[src/rtl/tt_and_pkg.sv]
// Shared constants for the tt_um_and tile: datapath width and the fixed
// values driven onto the reset state and the bidirectional pin controls.
package tt_and_pkg;

  localparam int WIDTH = 8;

  localparam logic [WIDTH-1:0] RESET_VAL  = 8'h00;
  localparam logic [WIDTH-1:0] UIO_OE_VAL = 8'h00;

endpackage : tt_and_pkg

[src/rtl/tt_and_core.sv]
// Two-stage enabled pipeline: operands are captured first, then ANDed into a
// result register, so the output never has a combinational path from inputs.
module tt_and_core #(
  parameter int               WIDTH   = 8,
  parameter logic [WIDTH-1:0] RST_VAL = '0
) (
  input  logic             clk,
  input  logic             rst,
  input  logic             en,
  input  logic [WIDTH-1:0] a,
  input  logic [WIDTH-1:0] b,
  output logic [WIDTH-1:0] r
);

  logic [WIDTH-1:0] a_q;
  logic [WIDTH-1:0] b_q;
  logic [WIDTH-1:0] r_q;

  // Both stages share the enable so a stalled tile freezes without losing data.
  always_ff @(posedge clk or posedge rst) begin
    if (rst) begin
      a_q <= RST_VAL;
      b_q <= RST_VAL;
      r_q <= RST_VAL;
    end else if (en) begin
      a_q <= a;
      b_q <= b;
      r_q <= a_q & b_q;
    end
  end

  assign r = r_q;

endmodule : tt_and_core

[src/rtl/tt_um_and.sv]
// Tiny Tapeout user tile: registered bitwise AND of ui_in and uio_in on uo_out.
// The uio pins are permanently inputs.
module tt_um_and
  import tt_and_pkg::*;
(
`ifdef USE_POWER_PINS
  inout  wire               VPWR,
  inout  wire               VGND,
`endif
  input  logic              clk,
  input  logic              rst_n,
  input  logic              ena,
  input  logic [WIDTH-1:0]  ui_in,
  input  logic [WIDTH-1:0]  uio_in,
  output logic [WIDTH-1:0]  uo_out,
  output logic [WIDTH-1:0]  uio_out,
  output logic [WIDTH-1:0]  uio_oe
);

  // rst_n keeps the harness name but is an active-high asynchronous reset.
  tt_and_core #(
    .WIDTH   (WIDTH),
    .RST_VAL (RESET_VAL)
  ) u_core (
    .clk (clk),
    .rst (rst_n),
    .en  (ena),
    .a   (ui_in),
    .b   (uio_in),
    .r   (uo_out)
  );

  assign uio_out = RESET_VAL;
  assign uio_oe  = UIO_OE_VAL;

endmodule : tt_um_and

[config.mk]
export PLATFORM = sky130hd
export DESIGN_NAME = tt_um_and
export DESIGN_NICKNAME = d
export VERILOG_FILES = /design/src/rtl/tt_and_pkg.sv /design/src/rtl/tt_and_core.sv /design/src/rtl/tt_um_and.sv
export SDC_FILE = /design/constraint.sdc
export NUM_CORES = 1
export LEC_CHECK = 0
export BUFFER_PORTS_ARGS = -buffer_cell sky130_fd_sc_hd__buf_2
export CORE_AREA = 4 4 67 69
export DETAILED_ROUTE_END_ITERATION = 12
export DIE_AREA = 0 0 71 73
export GPL_ROUTABILITY_DRIVEN = 0
export GPL_TIMING_DRIVEN = 0
export PLACE_DENSITY = 0.52
export SETUP_SLACK_MARGIN = 0.15
export SLEW_MARGIN = 40
export SYNTH_ARGS = -nofsm -noshare
export SYNTH_HDL_FRONTEND = slang
export SYNTH_SLANG_ARGS = --single-unit
[constraint.sdc]
create_clock -name clk -period 0.8 [get_ports clk]
set_input_delay 0.04 -clock clk [delete_from_list [all_inputs] [get_ports clk]]
set_output_delay 0.04 -clock clk [all_outputs]
set_load 0.005 [all_outputs]
Word level (Yosys, flattened, before mapping)
Index checks and enable logic that the tools add are counted.
- logic and storage cells: 4
- output and inout bits: 24
- bits of input ports: 19
- register bits after elaboration: 24
- bitwise gates (word level): 1
- operators by type and width (cell ; number):
    8-bit AND ; 1

Longest topological paths before layout
Gate-level depths: netlist of the first run.
- word-level depth: 1
- depth in mapped cells: 4
- depth with buffers taken out: 2

By module
A second synthesis of the first run with hierarchy kept.
- cells, all modules: 86
- area total of the unflattened synthesis: 1118.6 sq um
- modules (own cells, without submodules) (module ; seq. area each (sq um) ; instances ; cells each ; area each (sq um)):
    tt_and_core ; 600.6 ; 1 ; 69 ; 994.7
    tt_um_and ; 0.0 ; 1 ; 17 ; 123.9

Worst setup path after synthesis of the first run
Ideal clock, no wire load.
- kind: reg-to-reg
- start: reg, netlist name u_core.b_q[4]
- end: reg u_core.b_q[4]
- library setup time: 125 ps
- buffers on the path: 0
- slack: 70 ps
- clock period less this slack: 730 ps
- stages on the path, launching flop included: 2
- data required time: 675 ps
- arrival: 605 ps
- path through: dfrtp_1 mux2_4
- RTL lines (item ; RTL line ; source):
    end signal, assigned ; tt_and_core.sv:23 ; b_q <= RST_VAL;
    end signal, assigned ; tt_and_core.sv:27 ; b_q <= b;
    end, declared ; tt_and_core.sv:16 ; logic [WIDTH-1:0] b_q;

Final worst setup path of the first run
- start: reg u_core.r_q[6], in the netlist u_core.r[6]
- end: out uo_out[6]
- RTL lines (item ; RTL line ; source):
    start, declared ; tt_and_core.sv:17 ; logic [WIDTH-1:0] r_q;
    start signal, assigned ; tt_and_core.sv:28 ; r_q <= a_q & b_q;
    end, declared ; tt_um_and.sv:15 ; output logic [WIDTH-1:0] uo_out,
No word-level cell between the ends.

==> impl_table.tex, run 1 <==
\begin{tabular}{lr}
\hline
Metric & Value \\
\hline
\multicolumn{2}{l}{\textbf{STA}} \\
\quad Worst-case headroom to the max-slew limit & 66.5\% \\
\quad Total Neg Setup Slack & -0.105 ns \\
\quad Fraction of the cycle the final worst path needs & 103\% \\
\quad Unrepaired setup endpoints after global routing & true \\
\quad Number of failing hold endpoints at the final stage & 24 \\
\quad Upper clock frequency limit & 1.22 GHz \\
\quad Final slew viol count & 0 \\
\quad Least-Margin Pin Slew & 0.502 ns \\
\quad Clock skew after layout & 0.000546 ns \\
\quad Hold slack final & -0.199 ns \\
\quad Post-route worst setup slack & -0.0230 ns \\
\quad Final-report setup violation count & 6 \\
\quad Final critical-path required period & 0.823 ns \\
\multicolumn{2}{l}{\textbf{Outcome}} \\
\quad Violations in the final reports & negative hold slack, negative setup slack \\
\quad Result of the run & finished, violations left \\
\multicolumn{2}{l}{\textbf{Floorplanning}} \\
\quad Area of the placeable core & 0.00391 mm² \\
\quad Vertical extent of the die & 73 µm \\
\quad Initial core utilization & 28.6\% \\
\quad Horiz. Die Dim & 71 µm \\
\quad Overall die area & 0.00518 mm² \\
\quad Number of placement rows & 23 \\
\quad Top-level port count & 43 \\
\multicolumn{2}{l}{\textbf{Clock network}} \\
\quad Number of CTS-inserted buffers & 3 \\
\quad Number of clock sinks seen by CTS & 24 \\
\quad Clock slew at reported path FFs & 0.08 ns \\
\quad CTS tree & done \\
\quad H-tree depth reported by CTS & 1 \\
\quad Clock insertion delay at the later pin of the skew report & 0.25 ns \\
\quad Clock tree root buffer cell & clkbuf\_8 \\
\quad Longest Clk Path Bufs & 2 \\
\multicolumn{2}{l}{\textbf{Detailed routing}} \\
\quad DRT iter0 DRCs & 3 \\
\quad Antenna-violating nets left & 0 \\
\quad Average vias per placed instance & 3.78 \\
\quad Routed wire per std cell & 10.9 µm \\
\quad Number of remaining DRC errors & 0 \\
\quad Via count & 692 \\
\quad Iteration count of the initial detailed-routing pass & 4 \\
\quad Final WL & 1990 µm \\
\multicolumn{2}{l}{\textbf{Yosys}} \\
\quad Post-Syn Area & 0.00112 mm² \\
\quad Synth Area per Inst & 13.0 µm² \\
\quad Top post-synthesis cells by area & dfrtp\_1, mux2\_4, buf\_4 \\
\quad Fraction of the yosys area taken by sequential cells & 53.7\% \\
\quad Yosys warnings & 0 \\
\quad Instance count of the mapped netlist & 86 \\
\quad Area share of the leading cell type in the synthesized netlist & 53.7\% \\
\quad Number of synthesized register bits & 24 \\
\quad Number of distinct library cell variants in the gate-level netlist after synthesis & 11 \\
\quad Most area-hungry cell type in the Yosys netlist & dfrtp\_1 \\
\multicolumn{2}{l}{\textbf{Placement}} \\
\quad DP HPWL & 1520 µm \\
\quad Count of buffers from port buffering & 25 \\
\multicolumn{2}{l}{\textbf{Critical path}} \\
\quad CP Class & flop to output port \\
\quad Crit path largest cell delay & 0.39 ns \\
\quad Worst path cell trace & buf\_2 \\
\quad Highest fanout seen on the critical path & 2 \\
\quad Data arrival time of the critical path & 0.78 ns \\
\quad Cell family contributing the most delay on the critical path & flip-flops \\
\quad Type of destination of the critical path & output port \\
\quad CP Launch Type & flop \\
\quad Data required time at the worst endpoint & 0.76 ns \\
\quad Buffers plus inverters on the worst setup path & 1 \\
\quad Slowest cell on crit path & dfrtp\_1 \\
\multicolumn{2}{l}{\textbf{Power and ir drop}} \\
\quad Worst IR drop on VDD & 0.931 mV \\
\quad Static leakage & 0.787 nW \\
\quad P per Cell Area & 1770 mW/mm² \\
\multicolumn{2}{l}{\textbf{Global routing}} \\
\quad Pin count of the biggest net entering global routing & 25 \\
\quad GRT met3 Usage & 1.93\% \\
\quad GR Util met2 & 12.9\% \\
\quad Number of global-route vias before repair & 667 \\
\quad Total gr overflow & 0 \\
\quad Met1 GRT Util & 9.93\% \\
\quad First-pass GRT wire length & 3170 µm \\
\quad Most utilized layer in the global route result & met2 \\
\quad Number of antenna violations at the first check in global routing & 0 \\
\quad Total routing resource utilization after global routing & 7.75\% \\
\multicolumn{2}{l}{\textbf{Cells and area}} \\
\quad Count of antenna diodes in the layout & 0 \\
\quad Share of final-layout standard cells stronger than drive strength 1 & 56.4\% \\
\quad Area grow syn2layout & 30.9\% \\
\quad Highest-count cells in the layout ignoring fill and taps & buf\_2, dfrtp\_1, mux2\_4, buf\_4, conb\_1 \\
\quad Most common cell after layout, fill and taps aside & buf\_2 \\
\quad Combined area of the multi-input logic cells & 388 µm² \\
\quad Fill cells & 409 \\
\quad Seq. cell area & 601 µm² \\
\quad Layout Nets & 154 \\
\multicolumn{2}{l}{\textbf{Min path}} \\
\quad Hold Path Class & primary input to async pin \\
\multicolumn{2}{l}{\textbf{Flow run}} \\
\quad Number of max-capacitance violations reported & 0 \\
\hline
\end{tabular}
## metal layers
metal	part of all wire, %	vias up
li1	-	342
met1	46	318
met2	45	32
met3	9.3	0
met4	0	0
met5	0	-
## sequential cells by signal (all words and copies together), names as in the netlist
signal      count
u_core.r        8
u_core.a_q      8
u_core.b_q      8
## cells by family after synthesis
family / share of synthesized area, %
buffers and inverters: 18.0
DFF: 53.7
muxes: 20.8
AOI/OAI and AO/OA: 3.58
and+or+nand+nor: 3.58
other: 0.335
## final timing paths
check | cells past startpoint | to | slack [ns] | start
max | 1 | uo_out[6] | -0.02 | u_core.r[6]
min | 2 | u_core.b_q[6] | -0.20 | rst_n
max reg2reg | 1 | u_core.a_q[6] | 0.03 | u_core.a_q[6]
min reg2reg | 2 | u_core.r[3] | 0.51 | u_core.r[3]
max in group asynchronous | 2 | u_core.r[3] | 0.66 | rst_n
min in group clk | 2 | u_core.b_q[6] | 0.01 | uio_in[6]
## power breakdown
part           internal, mW  switching, mW
Combinational         0.320          0.188
Sequential             1.34         0.0727
Clock                 0.335          0.342
## layout make-up
class                           count  share of cell area (%)
Timing Repair Buffer               29                    11.6
Inverter                            9                    2.31
Tap cell                           50                    4.27
Sequential cell                    24                    41.0
Clock buffer                        3                    2.82
Multi-Input combinational cell     48                    26.5
Buffer                             20                    11.5
## metrics by stage
step	std cells	total power [mW]	util, %	worst slack [ns]	instance area (µm²)
detailed placement	176	1.87	34.8	0.0363	1360
global placement	176	1.85	34.8	-0.0272	1360
floorplan	101	1.73	-	0.0704	1170
finish	183	2.60	37.4	-0.0230	1460
CTS	181	2.59	36.5	-0.0330	1430
global route	183	2.74	37.4	-0.0617	1460
## Yosys cell counts
master and instances:
buf_2 1, buf_12 1, dfrtp_1 24, conb_1 1, buf_4 16, mux2_4 14
buf_6 2, inv_1 9, nand3_1 8, o21ai_0 8, mux2_2 2
## timing repair
action                                  4_1_cts  5_1_grt
endpoints found under the hold margin        24       26
cloned                                        0        0
buffers inserted                              2        2
pin swaps                                     2        4
resized for setup                            10       10
endpoints found under the setup margin       28       32
Power figures use the tool's default switching activity.
==> run 2: changes to the inputs <==
--- a/config.mk
+++ b/config.mk
@@ -6,9 +6,9 @@
 export NUM_CORES = 1
 export LEC_CHECK = 0
 export BUFFER_PORTS_ARGS = -buffer_cell sky130_fd_sc_hd__buf_2
-export CORE_AREA = 4 4 67 69
+export CORE_AREA = 2 2 65 67
 export DETAILED_ROUTE_END_ITERATION = 12
-export DIE_AREA = 0 0 71 73
+export DIE_AREA = 0 0 67 69
 export GPL_ROUTABILITY_DRIVEN = 0
 export GPL_TIMING_DRIVEN = 0
 export PLACE_DENSITY = 0.52
==> constraint.sdc (replaced) <==
create_clock -name clk -period 0.9 [get_ports clk]
set_input_delay 0.045 -clock clk [delete_from_list [all_inputs] [get_ports clk]]
set_output_delay 0.045 -clock clk [all_outputs]
set_load 0.005 [all_outputs]
==> run 2 against run 1 <==
Die area fell by 11%. The run now ends clean. Highest routed layer unchanged. Core utilization fell by 0.58 points. First-iteration DRC count rose to 3.0 times the previous value.
==> impl_table.tex, run 2 (synthesized netlist as in run 1, its figures left out) <==
\begin{tabular}{lr}
\hline
Metric & Value \\
\hline
\multicolumn{2}{l}{\textbf{Placement}} \\
\quad Setup WS pre-CTS & 0.142 ns (+0.105 ns) \\
\quad Cell area reported after detailed placement & 0.00136 mm² (unchanged) \\
\quad DP HPWL & 1420 µm (-6.9\%) \\
\quad Count of buffers from port buffering & 25 (unchanged) \\
\multicolumn{2}{l}{\textbf{Global routing}} \\
\quad Total routing resource utilization after global routing & 8.77\% (+1.0 points) \\
\quad Total gr overflow & 0 (unchanged) \\
\quad Number of global-route vias before repair & 725 (+8.7\%) \\
\quad First-pass GRT wire length & 3220 µm (+1.3\%) \\
\quad Number of antenna violations at the first check in global routing & 0 (unchanged) \\
\quad Pin count of the biggest net entering global routing & 25 (unchanged) \\
\multicolumn{2}{l}{\textbf{Cells and area}} \\
\quad Highest-count cells in the layout ignoring fill and taps & buf\_2, dfrtp\_1, buf\_4, conb\_1, mux2\_4 \\
\quad Share of final-layout standard cells stronger than drive strength 1 & 53.4\% (-3.0 points) \\
\quad Count of antenna diodes in the layout & 0 (unchanged) \\
\quad Post-route standard cell area excluding fillers & 0.00144 mm² (-1.5\%) \\
\quad Most common cell after layout, fill and taps aside & buf\_2 \\
\quad Fill cells & 419 (+2.4\%) \\
\quad Area grow syn2layout & 28.9\% \\
\quad Layout Nets & 154 (unchanged) \\
\multicolumn{2}{l}{\textbf{Power and ir drop}} \\
\quad Worst IR drop on VDD & 0.921 mV (-1.1\%) \\
\quad Clock network power share & 26.1\% (about the same) \\
\quad Net Sw Frac & 22.7\% (-0.54 points) \\
\quad Switching power & 0.512 mW (-15\%) \\
\quad Internal power & 1.75 mW (-12\%) \\
\quad P per Cell Area & 1570 mW/mm² (-12\%) \\
\quad Share of power burned in registers & 55.4\% (+1.0 points) \\
\quad Share of power burned in combinational logic & 18.5\% (-1.1 points) \\
\quad Static leakage & 0.772 nW (-1.9\%) \\
\multicolumn{2}{l}{\textbf{Flow run}} \\
\quad Number of max-capacitance violations reported & 0 (unchanged) \\
\multicolumn{2}{l}{\textbf{Detailed routing}} \\
\quad Top Layer Used & met3 \\
\quad Metal-1 WL & 864 µm (-5.9\%) \\
\quad DRT iter0 DRCs & 9 (+6) \\
\quad Average vias per placed instance & 3.80 (+0.43\%) \\
\quad Antenna-violating nets left & 0 (unchanged) \\
\quad Number of remaining DRC errors & 0 (unchanged) \\
\quad Iteration count of the initial detailed-routing pass & 3 (-1) \\
\quad Routed wire per std cell & 10.6 µm (-2.8\%) \\
\quad Via count & 695 (+0.43\%) \\
\quad Final WL & 1940 µm (-2.8\%) \\
\quad Routed length on met2 & 888 µm (-0.22\%) \\
\quad Wire length on met3 & 185 µm (-0.54\%) \\
\multicolumn{2}{l}{\textbf{Clock network}} \\
\quad CTS tree & done \\
\quad Longest Clk Path Bufs & 2 (unchanged) \\
\quad Number of CTS-inserted buffers & 3 (unchanged) \\
\quad Clock tree root buffer cell & clkbuf\_8 \\
\quad H-tree depth reported by CTS & 1 (unchanged) \\
\quad Clock insertion delay at the later pin of the skew report & 0.25 ns (about the same) \\
\quad Clock slew at reported path FFs & 0.08 ns (about the same) \\
\quad Number of clock sinks seen by CTS & 24 (unchanged) \\
\multicolumn{2}{l}{\textbf{Critical path}} \\
\quad Worst-case register-to-register setup slack & 0.13 ns (+0.10 ns) \\
\quad CP Launch Type & flop \\
\quad Data required time at the worst endpoint & 0.85 ns (+0.09 ns) \\
\quad Type of destination of the critical path & output port \\
\quad Slowest cell on crit path & dfrtp\_1 \\
\quad Register-to-Register Path Depth & 1 (unchanged) \\
\quad Worst path cell trace & buf\_2 \\
\quad Cell family contributing the most delay on the critical path & flip-flops \\
\quad CP Class & flop to output port \\
\quad Startpoint of the most critical register-to-register path & u\_core.a\_q[3] \\
\quad Data arrival time of the critical path & 0.77 ns (about the same) \\
\quad Highest fanout seen on the critical path & 2 (unchanged) \\
\quad Crit path largest cell delay & 0.39 ns (about the same) \\
\quad Endpoint of the worst register-to-register path & u\_core.a\_q[3] \\
\quad Buffers plus inverters on the worst setup path & 1 (unchanged) \\
\multicolumn{2}{l}{\textbf{Outcome}} \\
\quad Result of the run & complete, no violations \\
\multicolumn{2}{l}{\textbf{STA}} \\
\quad Final-report setup violation count & 0 (-6) \\
\quad Clock skew after layout & 0.000975 ns (+0.000428 ns) \\
\quad Final critical-path required period & 0.820 ns \\
\quad Upper clock frequency limit & 1.22 GHz \\
\quad Number of failing hold endpoints at the final stage & 0 (-100\%) \\
\quad Unrepaired setup endpoints after global routing & true \\
\quad Post-route worst setup slack & 0.0800 ns (+0.103 ns) \\
\quad Fraction of the cycle the final worst path needs & 91.1\% \\
\quad Total Neg Setup Slack & 0 ns (+0.105 ns) \\
\quad Final slew viol count & 0 (unchanged) \\
\multicolumn{2}{l}{\textbf{Min path}} \\
\quad Hold Path Class & primary input to flop \\
\quad Endpoint of the worst hold-timing path & u\_core.b\_q[5] \\
\quad Hold path startpoint & uio\_in[5] \\
\quad Number of cells traversed by the worst hold path & 2 \\
\multicolumn{2}{l}{\textbf{Floorplanning}} \\
\quad Top-level port count & 43 (unchanged) \\
\quad Area of the placeable core & 0.00391 mm² (unchanged) \\
\quad Horiz. Die Dim & 67 µm (-5.6\%) \\
\quad Vertical extent of the die & 69 µm (-5.5\%) \\
\quad Initial core utilization & 28.6\% (unchanged) \\
\quad Number of placement rows & 23 (unchanged) \\
\quad Overall die area & 0.00462 mm² (-11\%) \\
\hline
\end{tabular}
run 2: cell count changes in the layout (fill, tap and decap cells not counted), sizes merged:
cell	delta
buf	-1
clkinv	+1
inv	-1
dlygate4sd3	+1
run 2: timing repair:
item | CTS | global route
endpoints found under the hold margin | 24 | 0
pin swaps | 0 | 1
buffers inserted | 2 | 1
resized for setup | 0 | 6
hold buffers | 1 | 0
setup endpoints to repair | 22 | 50
run 2: power by group through the flow:
stage	logic, mW	registers (mW)	clock network, mW
2_1_floorplan	0.271	1.26	0
3_3_place_gp	0.380	1.27	0
3_5_place_dp	0.390	1.27	0
4_1_cts	0.408	1.25	0.622
5_1_grt	0.467	1.27	0.647
6_report	0.419	1.25	0.590
run 2: per-stage QoR:
stage / power [mW] / hold WS (ns) / utilization (%) / cells
after global placement: 1.65 / 0.258 / 34.8 / 176
after floorplan: 1.53 / 0.0596 / - / 101
final: 2.26 / 0.0177 / 36.8 / 183
after detailed placement: 1.66 / 0.106 / 34.8 / 176
after CTS: 2.28 / 0.0104 / 36.5 / 182
after global routing: 2.38 / 0.0139 / 36.8 / 183
run 2: layout make-up:
| class | instances | area (µm²) | share of cell area [%] |
|---|---|---|---|
| clock buffer | 3 | 41.3 | 2.86 |
| multi-input combinational | 48 | 377 | 26.1 |
| buffer | 20 | 168 | 11.6 |
| sequential | 24 | 601 | 41.7 |
| inverter | 9 | 35.0 | 2.43 |
| tap | 50 | 62.6 | 4.34 |
| timing repair buffer | 29 | 158 | 10.9 |
run 2: how the worst max path moves through the flow:
| stage | startpoint | endpoint | slack (ns) | cells after the start |
|---|---|---|---|---|
| 2_1_floorplan | u_core.b_q[4] | u_core.b_q[4] | 0.17 | 1 |
| 5_1_grt | u_core.r[0] | uo_out[0] | 0.05 | 1 |
| 3_5_place_dp | u_core.a_q[3] | u_core.a_q[3] | 0.14 | 1 |
| 4_1_cts | u_core.r[5] | uo_out[5] | 0.08 | 1 |
| 6_report | u_core.r[4] | uo_out[4] | 0.08 | 1 |
| 3_3_place_gp | rst_n | u_core.r[3] | 0.08 | 2 |
run 2: per-layer routing:
metal  vias up  track usage (%)
li1        342                -
met3         0             1.63
met4         0             2.04
met2        32             14.0
met1       321             12.3
met5         -                0
==> run 3: changes to the inputs <==
==> constraint.sdc (replaced) <==
create_clock -name clk -period 0.97 [get_ports clk]
set_input_delay 0.0485 -clock clk [delete_from_list [all_inputs] [get_ports clk]]
set_output_delay 0.0485 -clock clk [all_outputs]
set_load 0.005 [all_outputs]
==> run 3 against run 2 <==
First-iteration DRC count increased by 67%. Power decreased by 7.9%. Sequential share of layout area increased by 0.36 points. Via count decreased by 0.58%. Largest power group unchanged. Sequential cell count unchanged. Final cell count decreased by 0.55%. Register-to-register slack improved by 0.07 ns.
==> impl_table.tex, run 3 (synthesized netlist as in run 1, its figures left out) <==
\begin{tabular}{lr}
\hline
Metric & Value \\
\hline
\multicolumn{2}{l}{\textbf{Outcome}} \\
\quad Result of the run & complete, no violations \\
\multicolumn{2}{l}{\textbf{Critical path}} \\
\quad Worst-case register-to-register setup slack & 0.20 ns (+0.07 ns) \\
\quad Worst setup path start & u\_core.r[4] \\
\quad Slowest cell on crit path & dfrtp\_1 \\
\quad Buffers plus inverters on the worst setup path & 1 (unchanged) \\
\quad Cell family contributing the most delay on the critical path & flip-flops \\
\quad Total stage count of the critical path & 1 (unchanged) \\
\quad CP Class & flop to output port \\
\quad CP Launch Type & flop \\
\quad Endpoint of the worst setup timing path & uo\_out[4] \\
\quad Highest fanout seen on the critical path & 2 (unchanged) \\
\quad Register-to-Register Path Depth & 1 (unchanged) \\
\quad Data arrival time of the critical path & 0.78 ns (about the same) \\
\quad Data required time at the worst endpoint & 0.92 ns (+0.07 ns) \\
\quad Startpoint of the most critical register-to-register path & u\_core.a\_q[3] \\
\quad Type of destination of the critical path & output port \\
\quad Worst path cell trace & buf\_2 \\
\quad Crit path largest cell delay & 0.39 ns (about the same) \\
\quad Endpoint of the worst register-to-register path & u\_core.a\_q[3] \\
\multicolumn{2}{l}{\textbf{Global routing}} \\
\quad First-pass GRT wire length & 3200 µm (-0.44\%) \\
\quad Most utilized layer in the global route result & met2 \\
\quad Met1 GRT Util & 12.1\% (-0.10 points) \\
\quad Total routing resource utilization after global routing & 8.74\% (-0.033 points) \\
\quad GRT met3 Usage & 1.63\% (unchanged) \\
\quad Total gr overflow & 0 (unchanged) \\
\quad Number of global-route vias before repair & 722 (-0.41\%) \\
\quad Pin count of the biggest net entering global routing & 25 (unchanged) \\
\quad GR Util met2 & 14.0\% (unchanged) \\
\quad Number of antenna violations at the first check in global routing & 0 (unchanged) \\
\multicolumn{2}{l}{\textbf{Floorplanning}} \\
\quad Horiz. Die Dim & 67 µm (unchanged) \\
\quad Vertical extent of the die & 69 µm (unchanged) \\
\quad Number of placement rows & 23 (unchanged) \\
\quad Top-level port count & 43 (unchanged) \\
\quad Overall die area & 0.00462 mm² (unchanged) \\
\quad Area of the placeable core & 0.00391 mm² (unchanged) \\
\quad Initial core utilization & 28.6\% (unchanged) \\
\multicolumn{2}{l}{\textbf{STA}} \\
\quad Hold slack final & 0.0213 ns (+0.00368 ns) \\
\quad Unrepaired setup endpoints after global routing & true \\
\quad Total Neg Setup Slack & 0 ns (unchanged) \\
\quad Upper clock frequency limit & 1.21 GHz \\
\quad Fraction of the cycle the final worst path needs & 84.9\% \\
\quad Post-route worst setup slack & 0.146 ns (+0.0665 ns) \\
\quad Number of failing hold endpoints at the final stage & 0 (unchanged) \\
\quad Final critical-path required period & 0.824 ns \\
\quad Final-report setup violation count & 0 (unchanged) \\
\quad Final slew viol count & 0 (unchanged) \\
\quad Clock skew after layout & 0.000975 ns (+0.000000638 ns) \\
\multicolumn{2}{l}{\textbf{Placement}} \\
\quad DP HPWL & 1420 µm (unchanged) \\
\quad Setup WS pre-CTS & 0.212 ns (+0.0700 ns) \\
\quad Total placed cells including tap cells & 176 (unchanged) \\
\quad Count of buffers from port buffering & 25 (unchanged) \\
\multicolumn{2}{l}{\textbf{Cells and area}} \\
\quad Seq. cell area & 601 µm² (unchanged) \\
\quad Count of antenna diodes in the layout & 0 (unchanged) \\
\quad Share of final-layout standard cells stronger than drive strength 1 & 50.8\% (-2.6 points) \\
\quad Combined area of the multi-input logic cells & 373 µm² (-1.0\%) \\
\quad Highest-count cells in the layout ignoring fill and taps & buf\_2, dfrtp\_1, buf\_4, conb\_1, mux2\_4 \\
\quad Filler-free cell count of the finished design & 182 (-0.55\%) \\
\quad Most common cell after layout, fill and taps aside & buf\_2 \\
\quad Layout Nets & 153 (-0.65\%) \\
\quad Area grow syn2layout & 27.7\% \\
\quad Fill cells & 416 (-0.72\%) \\
\multicolumn{2}{l}{\textbf{Clock network}} \\
\quad CTS tree & done \\
\quad Number of clock sinks seen by CTS & 24 (unchanged) \\
\quad Number of CTS-inserted buffers & 3 (unchanged) \\
\quad Clock slew at reported path FFs & 0.08 ns (about the same) \\
\quad H-tree depth reported by CTS & 1 (unchanged) \\
\quad Quantity of gates resized following cts & 0 (unchanged) \\
\quad Clock tree root buffer cell & clkbuf\_8 \\
\quad Longest Clk Path Bufs & 2 (unchanged) \\
\quad Clock insertion delay at the later pin of the skew report & 0.25 ns (about the same) \\
\multicolumn{2}{l}{\textbf{Flow run}} \\
\quad Number of max-capacitance violations reported & 0 (unchanged) \\
\multicolumn{2}{l}{\textbf{Detailed routing}} \\
\quad Average vias per placed instance & 3.80 (about the same) \\
\quad Number of remaining DRC errors & 0 (unchanged) \\
\quad Routed wire per std cell & 10.5 µm (-0.90\%) \\
\quad Via count & 691 (-0.58\%) \\
\quad Final WL & 1910 µm (-1.4\%) \\
\quad Antenna-violating nets left & 0 (unchanged) \\
\quad DRT iter0 DRCs & 15 (+6) \\
\quad Iteration count of the initial detailed-routing pass & 3 (unchanged) \\
\multicolumn{2}{l}{\textbf{Power and ir drop}} \\
\quad Worst IR drop on VDD & 0.852 mV (-7.4\%) \\
\quad Switching power & 0.468 mW (-8.6\%) \\
\quad Static leakage & 0.766 nW (-0.78\%) \\
\quad Share of power burned in combinational logic & 18.0\% (-0.5 points) \\
\quad Clock network power share & 26.3\% (+0.2 points) \\
\quad Net Sw Frac & 22.5\% (-0.16 points) \\
\quad Internal power & 1.61 mW (-7.7\%) \\
\quad Share of power burned in registers & 55.8\% (+0.4 points) \\
\quad P per Cell Area & 1460 mW/mm² (-7.1\%) \\
\multicolumn{2}{l}{\textbf{Min path}} \\
\quad Hold path startpoint & uio\_in[5] \\
\quad Hold Path Class & primary input to flop \\
\hline
\end{tabular}
==> run 3: cell types whose count changed in the layout (fill, tap and decap cells not counted), sizes merged <==
| cell | delta |
|---|---|
| inv | +1 |
| clkinv | -1 |
| buf | -1 |
==> run 3: per-layer routing <==
layer / part of all wire (%) / routed length [µm]
met5: 0 / 0
met3: 9.7 / 185
met4: 0 / 0
met2: 45 / 869
met1: 45 / 855
==> run 3: per-stage QoR <==
step           instance area, µm²  utilization [%]  power [mW]
3_3_place_gp                 1360             34.8        1.53
2_1_floorplan                1170                -        1.42
5_1_grt                      1430             36.5        2.20
3_5_place_dp                 1360             34.8        1.54
6_report                     1430             36.5        2.08
4_1_cts                      1420             36.3        2.11
==> run 3: power by group through the flow <==
stage | combinational, mW | clock, mW | sequential (mW)
detailed placement | 0.362 | 0 | 1.18
global placement | 0.352 | 0 | 1.17
global route | 0.419 | 0.600 | 1.18
CTS | 0.372 | 0.577 | 1.16
finish | 0.374 | 0.547 | 1.16
floorplan | 0.252 | 0 | 1.17
==> run 3: cell type report <==
cell class,count,area share (%)
Buffer,20,11.7
Clock buffer,3,2.89
Inverter,9,2.36
Multi-Input combinational cell,48,26.1
Sequential cell,24,42.0
Tap cell,50,4.38
Timing Repair Buffer,28,10.5
==> run 3: worst min path at each step <==
stage	depth (start not counted)	to
3_3_place_gp	2	u_core.r[5]
3_5_place_dp	2	u_core.r[4]
4_1_cts	2	u_core.b_q[5]
6_report	2	u_core.b_q[5]
2_1_floorplan	1	u_core.a_q[0]
5_1_grt	2	u_core.a_q[0]
==> run 3: repair_timing <==
| action | in CTS | in global routing |
|---|---|---|
| endpoints found under the hold margin | 24 | 0 |
| endpoints found under the setup margin | 3 | 8 |
| pin swaps | 0 | 0 |
| hold buffers | 1 | 0 |
| buffers inserted | 1 | 1 |
